$ cat src/rtl/fetch_aligner_pkg.sv
// Shared RISC-V fetch definitions: reset PC default, RVC quadrant decode,
// and the fetch FSM state encoding.
package fetch_aligner_pkg;

    localparam int unsigned XLEN = 32;

    // Default first PC after reset.
    localparam logic [XLEN-1:0] RESET_PC_DEFAULT = '0;

    // Low two bits of a halfword equal to this mark a 32-bit instruction.
    localparam logic [1:0] RVC_QUADRANT_32 = 2'b11;

    typedef enum logic {
        ST_BOOT = 1'b0,
        ST_RUN  = 1'b1
    } fa_state_e;

    // True when the halfword starts a 16-bit (compressed) instruction.
    function automatic logic is_rvc(input logic [15:0] half);
        return half[1:0] != RVC_QUADRANT_32;
    endfunction

endpackage

$ cat src/rtl/fetch_aligner.sv
// Instruction-fetch aligner: reads word-organised IMem and hands one aligned
// RV32I/RV32C instruction per handshake to decode, stitching 32-bit
// instructions that straddle a word boundary and handling PC redirects.
//
// Ports:
//   clk, rst_n          clock, asynchronous active-low reset
//   imem_addr           word-aligned byte address to IMem
//   imem_rdata          IMem word at imem_addr (same cycle)
//   redirect_valid/pc   load a new PC (bit 0 ignored)
//   out_valid/ready     decode handshake
//   out_instr           instruction (compressed ones zero-extended)
//   out_pc              PC of out_instr
//   out_is_compressed   out_instr is a 16-bit instruction
module fetch_aligner
    import fetch_aligner_pkg::*;
#(
    parameter int unsigned           ADDR_WIDTH = 32,
    parameter int unsigned           INST_WIDTH = 32,
    parameter logic [ADDR_WIDTH-1:0] RESET_PC   = ADDR_WIDTH'(RESET_PC_DEFAULT)
) (
    input  logic                  clk,
    input  logic                  rst_n,
    output logic [ADDR_WIDTH-1:0] imem_addr,
    input  logic [INST_WIDTH-1:0] imem_rdata,
    input  logic                  redirect_valid,
    input  logic [ADDR_WIDTH-1:0] redirect_pc,
    output logic                  out_valid,
    input  logic                  out_ready,
    output logic [INST_WIDTH-1:0] out_instr,
    output logic [ADDR_WIDTH-1:0] out_pc,
    output logic                  out_is_compressed
);

    localparam logic [ADDR_WIDTH-1:0] WORD_MASK = ~ADDR_WIDTH'(3);
    localparam logic [ADDR_WIDTH-1:0] HALF_MASK = ~ADDR_WIDTH'(1);
    localparam logic [ADDR_WIDTH-1:0] STEP_HALF = ADDR_WIDTH'(2);
    localparam logic [ADDR_WIDTH-1:0] STEP_WORD = ADDR_WIDTH'(4);

    fa_state_e             state_q, state_d;
    logic [ADDR_WIDTH-1:0] fetch_addr_q, fetch_addr_d;
    logic [ADDR_WIDTH-1:0] pc_q, pc_d;
    logic [15:0]           hbuf_q, hbuf_d;
    logic                  hbuf_valid_q, hbuf_valid_d;

    logic                  valid_c;
    logic [INST_WIDTH-1:0] instr_c;
    logic                  comp_c;
    logic [15:0]           half_lo;
    logic [15:0]           half_hi;

    assign half_lo = imem_rdata[15:0];
    assign half_hi = imem_rdata[31:16];

    // State register.
    always_ff @(posedge clk or negedge rst_n) begin
        if (!rst_n) begin
            state_q      <= ST_BOOT;
            fetch_addr_q <= RESET_PC & WORD_MASK;
            pc_q         <= RESET_PC;
            hbuf_q       <= '0;
            hbuf_valid_q <= 1'b0;
        end else begin
            state_q      <= state_d;
            fetch_addr_q <= fetch_addr_d;
            pc_q         <= pc_d;
            hbuf_q       <= hbuf_d;
            hbuf_valid_q <= hbuf_valid_d;
        end
    end

    // Next-state and emitted instruction selection.
    always_comb begin
        state_d      = state_q;
        fetch_addr_d = fetch_addr_q;
        pc_d         = pc_q;
        hbuf_d       = hbuf_q;
        hbuf_valid_d = hbuf_valid_q;
        valid_c      = 1'b0;
        instr_c      = '0;
        comp_c       = 1'b0;

        if (state_q == ST_BOOT) begin
            state_d = ST_RUN;
        end else if (hbuf_valid_q) begin
            if (is_rvc(hbuf_q)) begin
                // Leftover halfword is a whole compressed instruction.
                valid_c = 1'b1;
                instr_c = INST_WIDTH'(hbuf_q);
                comp_c  = 1'b1;
                if (out_ready) begin
                    pc_d         = pc_q + STEP_HALF;
                    hbuf_valid_d = 1'b0;
                end
            end else begin
                // Leftover is the low half of a 32-bit instruction.
                valid_c = 1'b1;
                instr_c = INST_WIDTH'({half_lo, hbuf_q});
                if (out_ready) begin
                    pc_d         = pc_q + STEP_WORD;
                    hbuf_d       = half_hi;
                    fetch_addr_d = fetch_addr_q + STEP_WORD;
                end
            end
        end else if (!pc_q[1]) begin
            if (is_rvc(half_lo)) begin
                valid_c = 1'b1;
                instr_c = INST_WIDTH'(half_lo);
                comp_c  = 1'b1;
                if (out_ready) begin
                    pc_d         = pc_q + STEP_HALF;
                    hbuf_d       = half_hi;
                    hbuf_valid_d = 1'b1;
                    fetch_addr_d = fetch_addr_q + STEP_WORD;
                end
            end else begin
                valid_c = 1'b1;
                instr_c = imem_rdata;
                if (out_ready) begin
                    pc_d         = pc_q + STEP_WORD;
                    fetch_addr_d = fetch_addr_q + STEP_WORD;
                end
            end
        end else begin
            if (is_rvc(half_hi)) begin
                valid_c = 1'b1;
                instr_c = INST_WIDTH'(half_hi);
                comp_c  = 1'b1;
                if (out_ready) begin
                    pc_d         = pc_q + STEP_HALF;
                    fetch_addr_d = fetch_addr_q + STEP_WORD;
                end
            end else begin
                // Split: park the upper half and fetch the next word; bubble.
                hbuf_d       = half_hi;
                hbuf_valid_d = 1'b1;
                fetch_addr_d = fetch_addr_q + STEP_WORD;
            end
        end

        // Redirect wins over everything, squashing any offered instruction.
        if (redirect_valid) begin
            valid_c      = 1'b0;
            instr_c      = '0;
            comp_c       = 1'b0;
            pc_d         = redirect_pc & HALF_MASK;
            fetch_addr_d = redirect_pc & WORD_MASK;
            hbuf_valid_d = 1'b0;
            state_d      = ST_RUN;
        end
    end

    assign imem_addr         = fetch_addr_q;
    assign out_valid         = valid_c;
    assign out_instr         = instr_c;
    assign out_pc            = pc_q;
    assign out_is_compressed = comp_c;

endmodule

$ cat config.mk
export PLATFORM = sky130hd
export DESIGN_NAME = fetch_aligner
export DESIGN_NICKNAME = d
export VERILOG_FILES = /design/src/rtl/fetch_aligner_pkg.sv /design/src/rtl/fetch_aligner.sv
export SDC_FILE = /design/constraint.sdc
export NUM_CORES = 1
export LEC_CHECK = 0
export ABC_AREA = 1
export CAP_MARGIN = 40
export CORE_MARGIN = 5
export CORE_UTILIZATION = 38
export CTS_CLUSTER_DIAMETER = 200
export CTS_CLUSTER_SIZE = 10
export DETAILED_ROUTE_END_ITERATION = 10
export MAX_ROUTING_LAYER = met4
export PLACE_DENSITY = 0.62
export REMOVE_ABC_BUFFERS = 1
export SLEW_MARGIN = 20
export SYNTH_ARGS = -nofsm -noshare
export SYNTH_HDL_FRONTEND = slang
export SYNTH_SLANG_ARGS = --single-unit
export TNS_END_PERCENT = 1
$ cat constraint.sdc
create_clock -name clk -period 3.76 [get_ports clk]
set_input_delay 0.94 -clock clk [delete_from_list [all_inputs] [get_ports clk]]
set_output_delay 0.94 -clock clk [all_outputs]
set_load 0.01 [all_outputs]
==> flow_summary.toml <==
[status]
status = "finished, final reports clean"

[cells_and_area]
finish.instance_area_um2 = 8420
n_antenna_cell = 0
multi_input_area_um2 = 3740
regArea_um2 = 1980
syn2layout_area_growth_pct = 34.9
drive_above_1_share = 0.0774
finish.utilization = 0.526
nets = 1164
n_fill_cell = 1634

[die]
design.core.area_um2 = 16000
io_pins = 166
initial_core_util = 0.390
die_h_um = 138
die_x_um = 138
core.rowCount = 46
fp.dieArea_um2 = 19100

[yosys]
synth_warnings = 0
ys_ff_latch = 79
synth_top_area_frac = 0.317
synth_edf_count = 0
netlist_area_um2 = 6240
seq_area_frac_synth = 0.317
synth.most_common_cell = "nand2_1"
yosysUniqueCellTypes = 55
synth.top_cells.by_area = "dfrtp_1 32%, nand2_1 17%, nand3_1 6.6%"
synth-async-reset-ratio = 1.00
synth.top_cells.by_count = "280 x nand2_1, 92 x nor2_1, 83 x inv_1"
avgSynthCellArea_um2 = 6.66
syn_inst = 937
synth_ff_type = "dfrtp_1"
synth_top_area_cell = "dfrtp_1"

[min_path]
hp-class = "reg -> reg"
min_delay_path_depth = 2
hold_path_end = "hbuf_q[15]$_DFFE_PN0P_"
min_from = "hbuf_q[15]$_DFFE_PN0P_"

[sta]
fmax_mhz = 275
rsz0062_at_grt = "true"
hold_viol_final = 0
fin_crit_sh = 0.967
worstMarginPinSlew_ps = 649
fin_skew_ps = 9.16
post-route-min-period_ps = 3640
setup_viol = 0
slew_headroom = 0.567
slew_violations = 0

[place]
gp_congestion = 0.975
dp_hpwl_um = 17900
portBuffers = 161
dpl_cell_area_um2 = 8080

[worst_setup_path]
timing.rr.start = "hbuf_valid_q$_DFFE_PN0N_"
setup.worst_path.start_class = "input pin"
crit_path_end_kind = "primary output"
rr_worst_depth = 9
reg2reg_slack_ps = 1260
required_ps = 2820
crit_type = "in -> out"
worstPathArrival_ps = 2700
crit_path_max_fanout = 10
timing.rr.end = "out_pc[23]$_DFFE_PN0P_"

[clock_tree]
numCtsBuffers = 9
postCtsSetupBuffers = 0
cts-root-buf = "clkbuf_16"
cts-resized-gates = 0
h-tree-depth = 3
cts_sinks = 79
cts_tree = "yes"
clock_latency_ps = 350
cts-hold-fix-buffers = 0
cts.clk_slew.worst_paths_ps = 60
clock_path_buffers = 2

[route]
avgViaCountPerCell = 5.44
routed_wl_um = 23400
via_count = 7148
drcViolationCount = 0
wire_per_inst_um = 17.8
ant_nets = 0
dr.pass1.iters = 5
drt_iter0_markers = 650

[grt]
grt_overflow = 0
grt_pass1_wl_um = 37700
grt_max_degree = 47
antenna_found_initial = 0
grtUsageTotal = 0.250
grt_pass1_vias = 6873

[flow_run]
drv_cap = 0

[power]
p_leak_nw = 3.70
ir_worst_vdd_mv = 0.220
powerDensity_nw_per_um2 = 383
totalPowerFinal_mw = 3.23
==> power by group <==
group          internal [mW]  switching, mW
sequential             0.997          0.196
clock                  0.600          0.379
combinational          0.481          0.575
total                   2.08           1.15
==> sequential cells by signal, indices dropped and copies added, names as in the netlist <==
name / count
out_pc: 31
imem_addr: 30
hbuf_q: 16
hbuf_valid_q: 1
state_q: 1
==> layout make-up <==
| cell class | count | share of cell area |
|---|---|---|
| clock buffers | 11 | 0.0288 |
| clock inverters | 5 | 0.00966 |
| inverters | 91 | 0.0412 |
| multi-input cells | 733 | 0.444 |
| flip-flops and latches | 79 | 0.235 |
| well taps | 216 | 0.0321 |
| repair buffers | 179 | 0.210 |
==> per-stage QoR <==
| step | setup WS (ps) | hold WS, ps | instances | TNS, ps |
|---|---|---|---|---|
| 2_1_floorplan | 249 | 453 | 903 | 0 |
| 3_3_place_gp | 99.4 | 478 | 1298 | 0 |
| 3_5_place_dp | 96.1 | 481 | 1298 | 0 |
| 4_1_cts | 84.9 | 503 | 1314 | 0 |
| 5_1_grt | -7.82 | 518 | 1314 | -7.82 |
| 6_report | 124 | 497 | 1314 | 0 |
==> cells by family (layout without fill, tap and decap cells) <==
group | after synthesis | in the layout | synth area share
adders and majority gates | 3 | 3 | 0.00601
muxes | 13 | 13 | 0.0235
DFF | 79 | 79 | 0.317
xor gates and xnor gates | 14 | 14 | 0.0196
AOI/OAI and AO/OA | 160 | 160 | 0.160
buffers and inverters | 127 | 286 | 0.0860
other | 2 | 4 | 0.00120
and+or+nand+nor | 539 | 539 | 0.387
==> cell usage in the layout, fill, tap and decap left out, drive strengths merged, types with 4 or more instances in the layout <==
cell type and instances:
buf 20, nand2 292, clkinv 4, nand3 83, clkbuf 11, nor2 105
xnor2 4, mux2 13, a22oi 19, o211ai 9, dlymetal6s2s 4, inv 89
a31oi 7, o21ai 37, nor3 19, a21oi 65, xor2 10, clkdlybuf4s50 155
dfrtp 79, o221ai 5, conb 4, nand4 30
==> critical path, cell delays in order <==
cell	delay [ps]
clkdlybuf4s50_1	490
nand2_2	100
inv_1	60
nor2_2	160
buf_6	170
nand2_1	50
a21oi_1	150
clkdlybuf4s50_1	570
==> routing by layer <==
layer / up-vias / routed length, um / GRT usage
met4: 0 / 528 / 0.0811
met1: 3357 / 11000 / 0.353
met2: 307 / 10300 / 0.367
li1: 3446 / - / -
met5: - / 0 / -
met3: 38 / 1610 / 0.0386
==> worst max path at each step <==
stage                   start           endpoint  slack, ps  depth (start not counted)
4_1_cts        imem_rdata[17]      out_instr[11]         80                          8
6_report       imem_rdata[17]      out_instr[11]        120                          8
5_1_grt        imem_rdata[17]      out_instr[15]         -8                          9
3_3_place_gp    imem_rdata[1]      out_instr[16]        100                          7
3_5_place_dp   imem_rdata[17]       out_instr[7]        100                          8
2_1_floorplan  redirect_valid  out_is_compressed        250                          3
(Power assumes the default switching activity.)
==> patch 1 (same flow settings) <==
Set the parameter `ADDR_WIDTH` to 48 (it was 32).
--- a/src/rtl/fetch_aligner.sv
+++ b/src/rtl/fetch_aligner.sv
@@ -14,7 +14,7 @@
 module fetch_aligner
     import fetch_aligner_pkg::*;
 #(
-    parameter int unsigned           ADDR_WIDTH = 32,
+    parameter int unsigned           ADDR_WIDTH = 48,
     parameter int unsigned           INST_WIDTH = 32,
     parameter logic [ADDR_WIDTH-1:0] RESET_PC   = ADDR_WIDTH'(RESET_PC_DEFAULT)
 ) (
Ports: changed (resized imem_addr, out_pc and redirect_pc); port bits go from 166 to 214. The function was not compared with the original's and may differ.
==> patch 1 against the unedited design <==
- routed wire length rose by 73%
- setup slack improved by 0.0097 ns
- critical path type unchanged
- cell area rose by 51%
- combinational power rose by 50%
- area after synthesis rose by 59%
- highest routed layer unchanged
- non-clock buffer count rose by 64
- via count rose by 67%
- global-route usage rose by 3.2 points
- power rose by 31%
- sequential cell count rose by 32
==> patch 1: results (changes against the unedited design) <==
metric;value;unit;change
NumNets Final;1895;;+63%
Layout fillers;2760;;+69%
dpl ws;0.1351;ns;+0.03891 ns
hold path cells;1;;-1
Pre-antenna DRT Iters;7;;+2
Netlist cell types;53;;-3.6%
syn_area_per_cell;6.134;um2;-7.9%
Crit path arrival time;2.69;ns;about the same
largest net degree at the start of global routing;63;;+34%
top cells by count, synth;nand2_1, nor2_1, nand3_1;;
hold path endpoint;hbuf_q[11];;
skew final;0.01234;ns;+0.003182 ns
vias per inst;5.550;;+2.0%
Crit path max-delay family;buffers and inverters;;
crit path launch;imem_rdata[16];;
GPL Wtd Cong;0.9649;;-1.0%
reg-to-reg critical path startpoint;out_pc[1];;
Final period util;96.46;%;-0.26 points
total global-route track usage;28.18;%;+3.2 points
Worst VDD drop;285.9;uV;+30%
outcome;finished clean;;
CP endpoint;out_instr[6];;
Crit Reg-Reg Endpoint;out_pc[33];;
Worst R2R Setup Slack;0.76;ns;-0.50 ns
Port Buf Inserts;209;;+30%
via count;11930;;+67%
vias in the first global route;11400;;+66%
initial DRC count;1169;;+80%
Worst Max-Slew Pin Slew;0.7487;ns;+0.1001 ns
sequential area share after synthesis;28.06;%;-3.6 points
worst skew pair latency;0.37;ns;+0.02 ns
Post-DP Area;0.01242;mm2;+54%
first-pass GRT wire length;63550;um;+68%
layout cells sized above 1;7.557;%;-0.18 points
initial antenna violation count;1;;+1
post-DP HPWL;31210;um;+74%
WHS;0.4927;ns;-0.004561 ns
Hold WC Path Type;reg2reg;;
routed wire length;40570;um;+73%
top fanout value on the critical path;15;;+5
[patch 1: changes by cell type after synthesis, moves of 20 or more]
cell	unedited run	this run
inv_1	83	154
dfrtp_1	79	111
nor2_2	6	26
a31oi_1	7	34
nand2_1	280	453
nand3_1	82	205
nor2_1	92	207
a21oi_1	63	105
[patch 1: metrics by stage]
step                      setup TNS [ns]  utilization (%)
final                                  0            49.20
after global routing                   0            49.20
after CTS                              0            49.15
after detailed placement               0            48.06
after global placement                 0            48.00
after floorplan                   -23.77                -
[patch 1: kinds of logic after synthesis]
kind of cell    share of synthesized area, %
compound gates                         15.34
xor+xnor                              0.8847
fa+ha+maj                             0.3792
buf+inv                                9.377
flops                                  28.06
mux                                    1.592
other cells                          0.07585
simple gates                           44.29
[patch 1: area by class of cell]
cell class	instances	share of cell area [%]
sequential	111	21.85
antenna	1	0.01969
multi-input combinational	1277	48.79
clock buffer	10	1.801
clock inverter	6	0.4134
tap	335	3.298
inverter	166	4.941
timing repair buffer	243	18.88
[patch 1: layer usage]
metal | part of all wire (%) | global-route usage (%) | vias to the layer above | wire [um]
li1 | - | - | 5751 | -
met1 | 45 | 38.65 | 5590 | 18250
met2 | 45 | 42.97 | 505 | 18160
met3 | 6.8 | 4.206 | 80 | 2778
met4 | 3.4 | 9.060 | 0 | 1384
met5 | 0 | - | - | 0
[patch 1: repair_timing]
item                                    in CTS  in global routing
resized for setup                            0                  1
endpoints found under the setup margin       0                  1
endpoints found under the hold margin        0                  0
buffers inserted                             0                  0
[patch 1: power by group]
part | switching (uW) | leakage (uW) | internal [uW]
clock | 509 | 0.000136 | 463
sequential | 299 | 0.00132 | 1380
combinational | 900 | 0.00396 | 691
total | 1710 | 0.00541 | 2540
==> patch 2 (config.mk and constraints unchanged) <==
Made on the original files. Take the reset off `hbuf_q` and load it in a clocked block of its own.
--- a/src/rtl/fetch_aligner.sv
+++ b/src/rtl/fetch_aligner.sv
@@ -57,15 +57,17 @@
             state_q      <= ST_BOOT;
             fetch_addr_q <= RESET_PC & WORD_MASK;
             pc_q         <= RESET_PC;
-            hbuf_q       <= '0;
             hbuf_valid_q <= 1'b0;
         end else begin
             state_q      <= state_d;
             fetch_addr_q <= fetch_addr_d;
             pc_q         <= pc_d;
-            hbuf_q       <= hbuf_d;
             hbuf_valid_q <= hbuf_valid_d;
         end
+    end
+
+    always_ff @(posedge clk) begin
+        hbuf_q <= hbuf_d;
     end
 
     // Next-state and emitted instruction selection.
Function: no difference found for any inputs over 4 cycles, from zero or initial values and one cycle with rst_n low; that may be too few to reach the edited logic, so the function may still have changed.
==> patch 2 against the unedited design <==
- critical path depth decreased by 1
- non-clock buffer count increased by 4
- cell area increased by 0.42%
- power decreased by 6.7%
- sequential cell count unchanged
- setup slack got worse by 0.032 ns
- area after synthesis increased by 0.24%
- register-to-register slack got worse by 0.10 ns
- routed wire length increased by 1.2%
- critical path type unchanged
- critical endpoint is now out_instr[26]
- largest cell class unchanged
==> patch 2: results (changes against the unedited design) <==
metric;value;unit;change
Placed Cells;1308;;+0.77%
met1 Use GR;34.89;%;-0.40 points
DR WL met3;1875;um;+16%
Post-DP Area;0.008114;mm2;+0.40%
first-pass GRT wire length;38120;um;+1.0%
Flop+latch power;1140;uW;-4%
NumNets Final;1172;;+0.69%
Post-synth EDFFs;16;;+16
top fanout value on the critical path;17;;+7
sequential area share after synthesis;32.87;%;+1.2 points
Final period util;97.58;%;+0.86 points
routed len/inst;17.86;um;+0.27%
CP endpoint;out_instr[26];;
syn_area_per_cell;6.621;um2;-0.61%
reg-to-reg critical path startpoint;out_pc[1];;
clk pwr;942;uW;-3.9%
top cells by count, synth;nand2_1, nor2_1, inv_1;;
Worst R2R Setup Slack;1.16;ns;-0.10 ns
Num CTS Buffers;9;;unchanged
layout cells sized above 1;6.691;%;-1.1 points
Crit Reg-Reg Endpoint;out_pc[11];;
Netlist cell types;54;;-1.8%
worst r2r path cells;13;;+4
dpl ws;0.04634;ns;-0.04980 ns
met2 routed WL;10430;um;+1.2%
metal1 wirelength;10740;um;-2.0%
Syn. warnings;0;;unchanged
skew final;0.007792;ns;-0.001365 ns
Pleak;0.003572;uW;-3.5%
DRC;0;;unchanged
Worst Max-Slew Pin Slew;0.5950;ns;-0.05364 ns
Pint;1975;uW;-5.0%
Worst VDD drop;199.2;uV;-9.3%
via count;7203;;+0.77%
vias per inst;5.432;;-0.14%
post-DP HPWL;17900;um;about the same
Crit path max-delay family;buffers and inverters;;
total power;3014;uW;-6.7%
uppermost layer routed;met4;;
fraction of registers with async set/reset;79.75;%;-20 points
top cells by area, synth;dfrtp_1, nand2_1, edfxtp_1, nand3_1, nor2_1;;
largest net degree at the start of global routing;53;;+13%
vias in the first global route;6887;;+0.20%
GR Util met3;3.729;%;-0.13 points
Crit path arrival time;2.73;ns;+0.03 ns
initial DRC count;604;;-7.1%
Hold WC Path Type;in2async;;
crit path launch;imem_rdata[1];;
outcome;finished clean;;
Synth Flop Type;dfrtp_1;;
GPL Wtd Cong;1.005;;+3.0%
met2 Use GR;37.87;%;+1.2 points
total global-route track usage;25.13;%;+0.17 points
patch 2: logic make-up (layout without fill, tap and decap cells):
group                      after synthesis  after routing  synth area share (%)
and+or+nand+nor                        536            536                 37.79
adders and majority gates                3              3                0.5999
other                                    2              4                0.1200
muxes                                    6              6                 1.080
AOI/OAI and AO/OA                      178            178                 17.02
xor gates and xnor gates                10             10                 1.400
DFF                                     79             79                 32.87
buffers and inverters                  131            290                 9.118
patch 2: through the flow:
step                      hold WS (ns)  util, %
after floorplan                 0.5524        -
after global placement          0.5632    49.46
after detailed placement        0.5719    49.63
after CTS                       0.5570    51.55
after global routing            0.5751    51.73
final                           0.5545    51.73
patch 2: final cells by class:
type / instances / area, um2
clock buffers: 14 / 275.3
clock inverters: 2 / 37.54
fillers: 1689 / 7891
inverters: 91 / 341.6
multi-input cells: 737 / 3643
flip-flops and latches: 79 / 2057
well taps: 220 / 275.3
repair buffers: 183 / 1827
patch 2: what timing repair did:
item,CTS,global route
buffers inserted,0,2
gates resized for setup,0,1
endpoints found under the setup margin,0,15
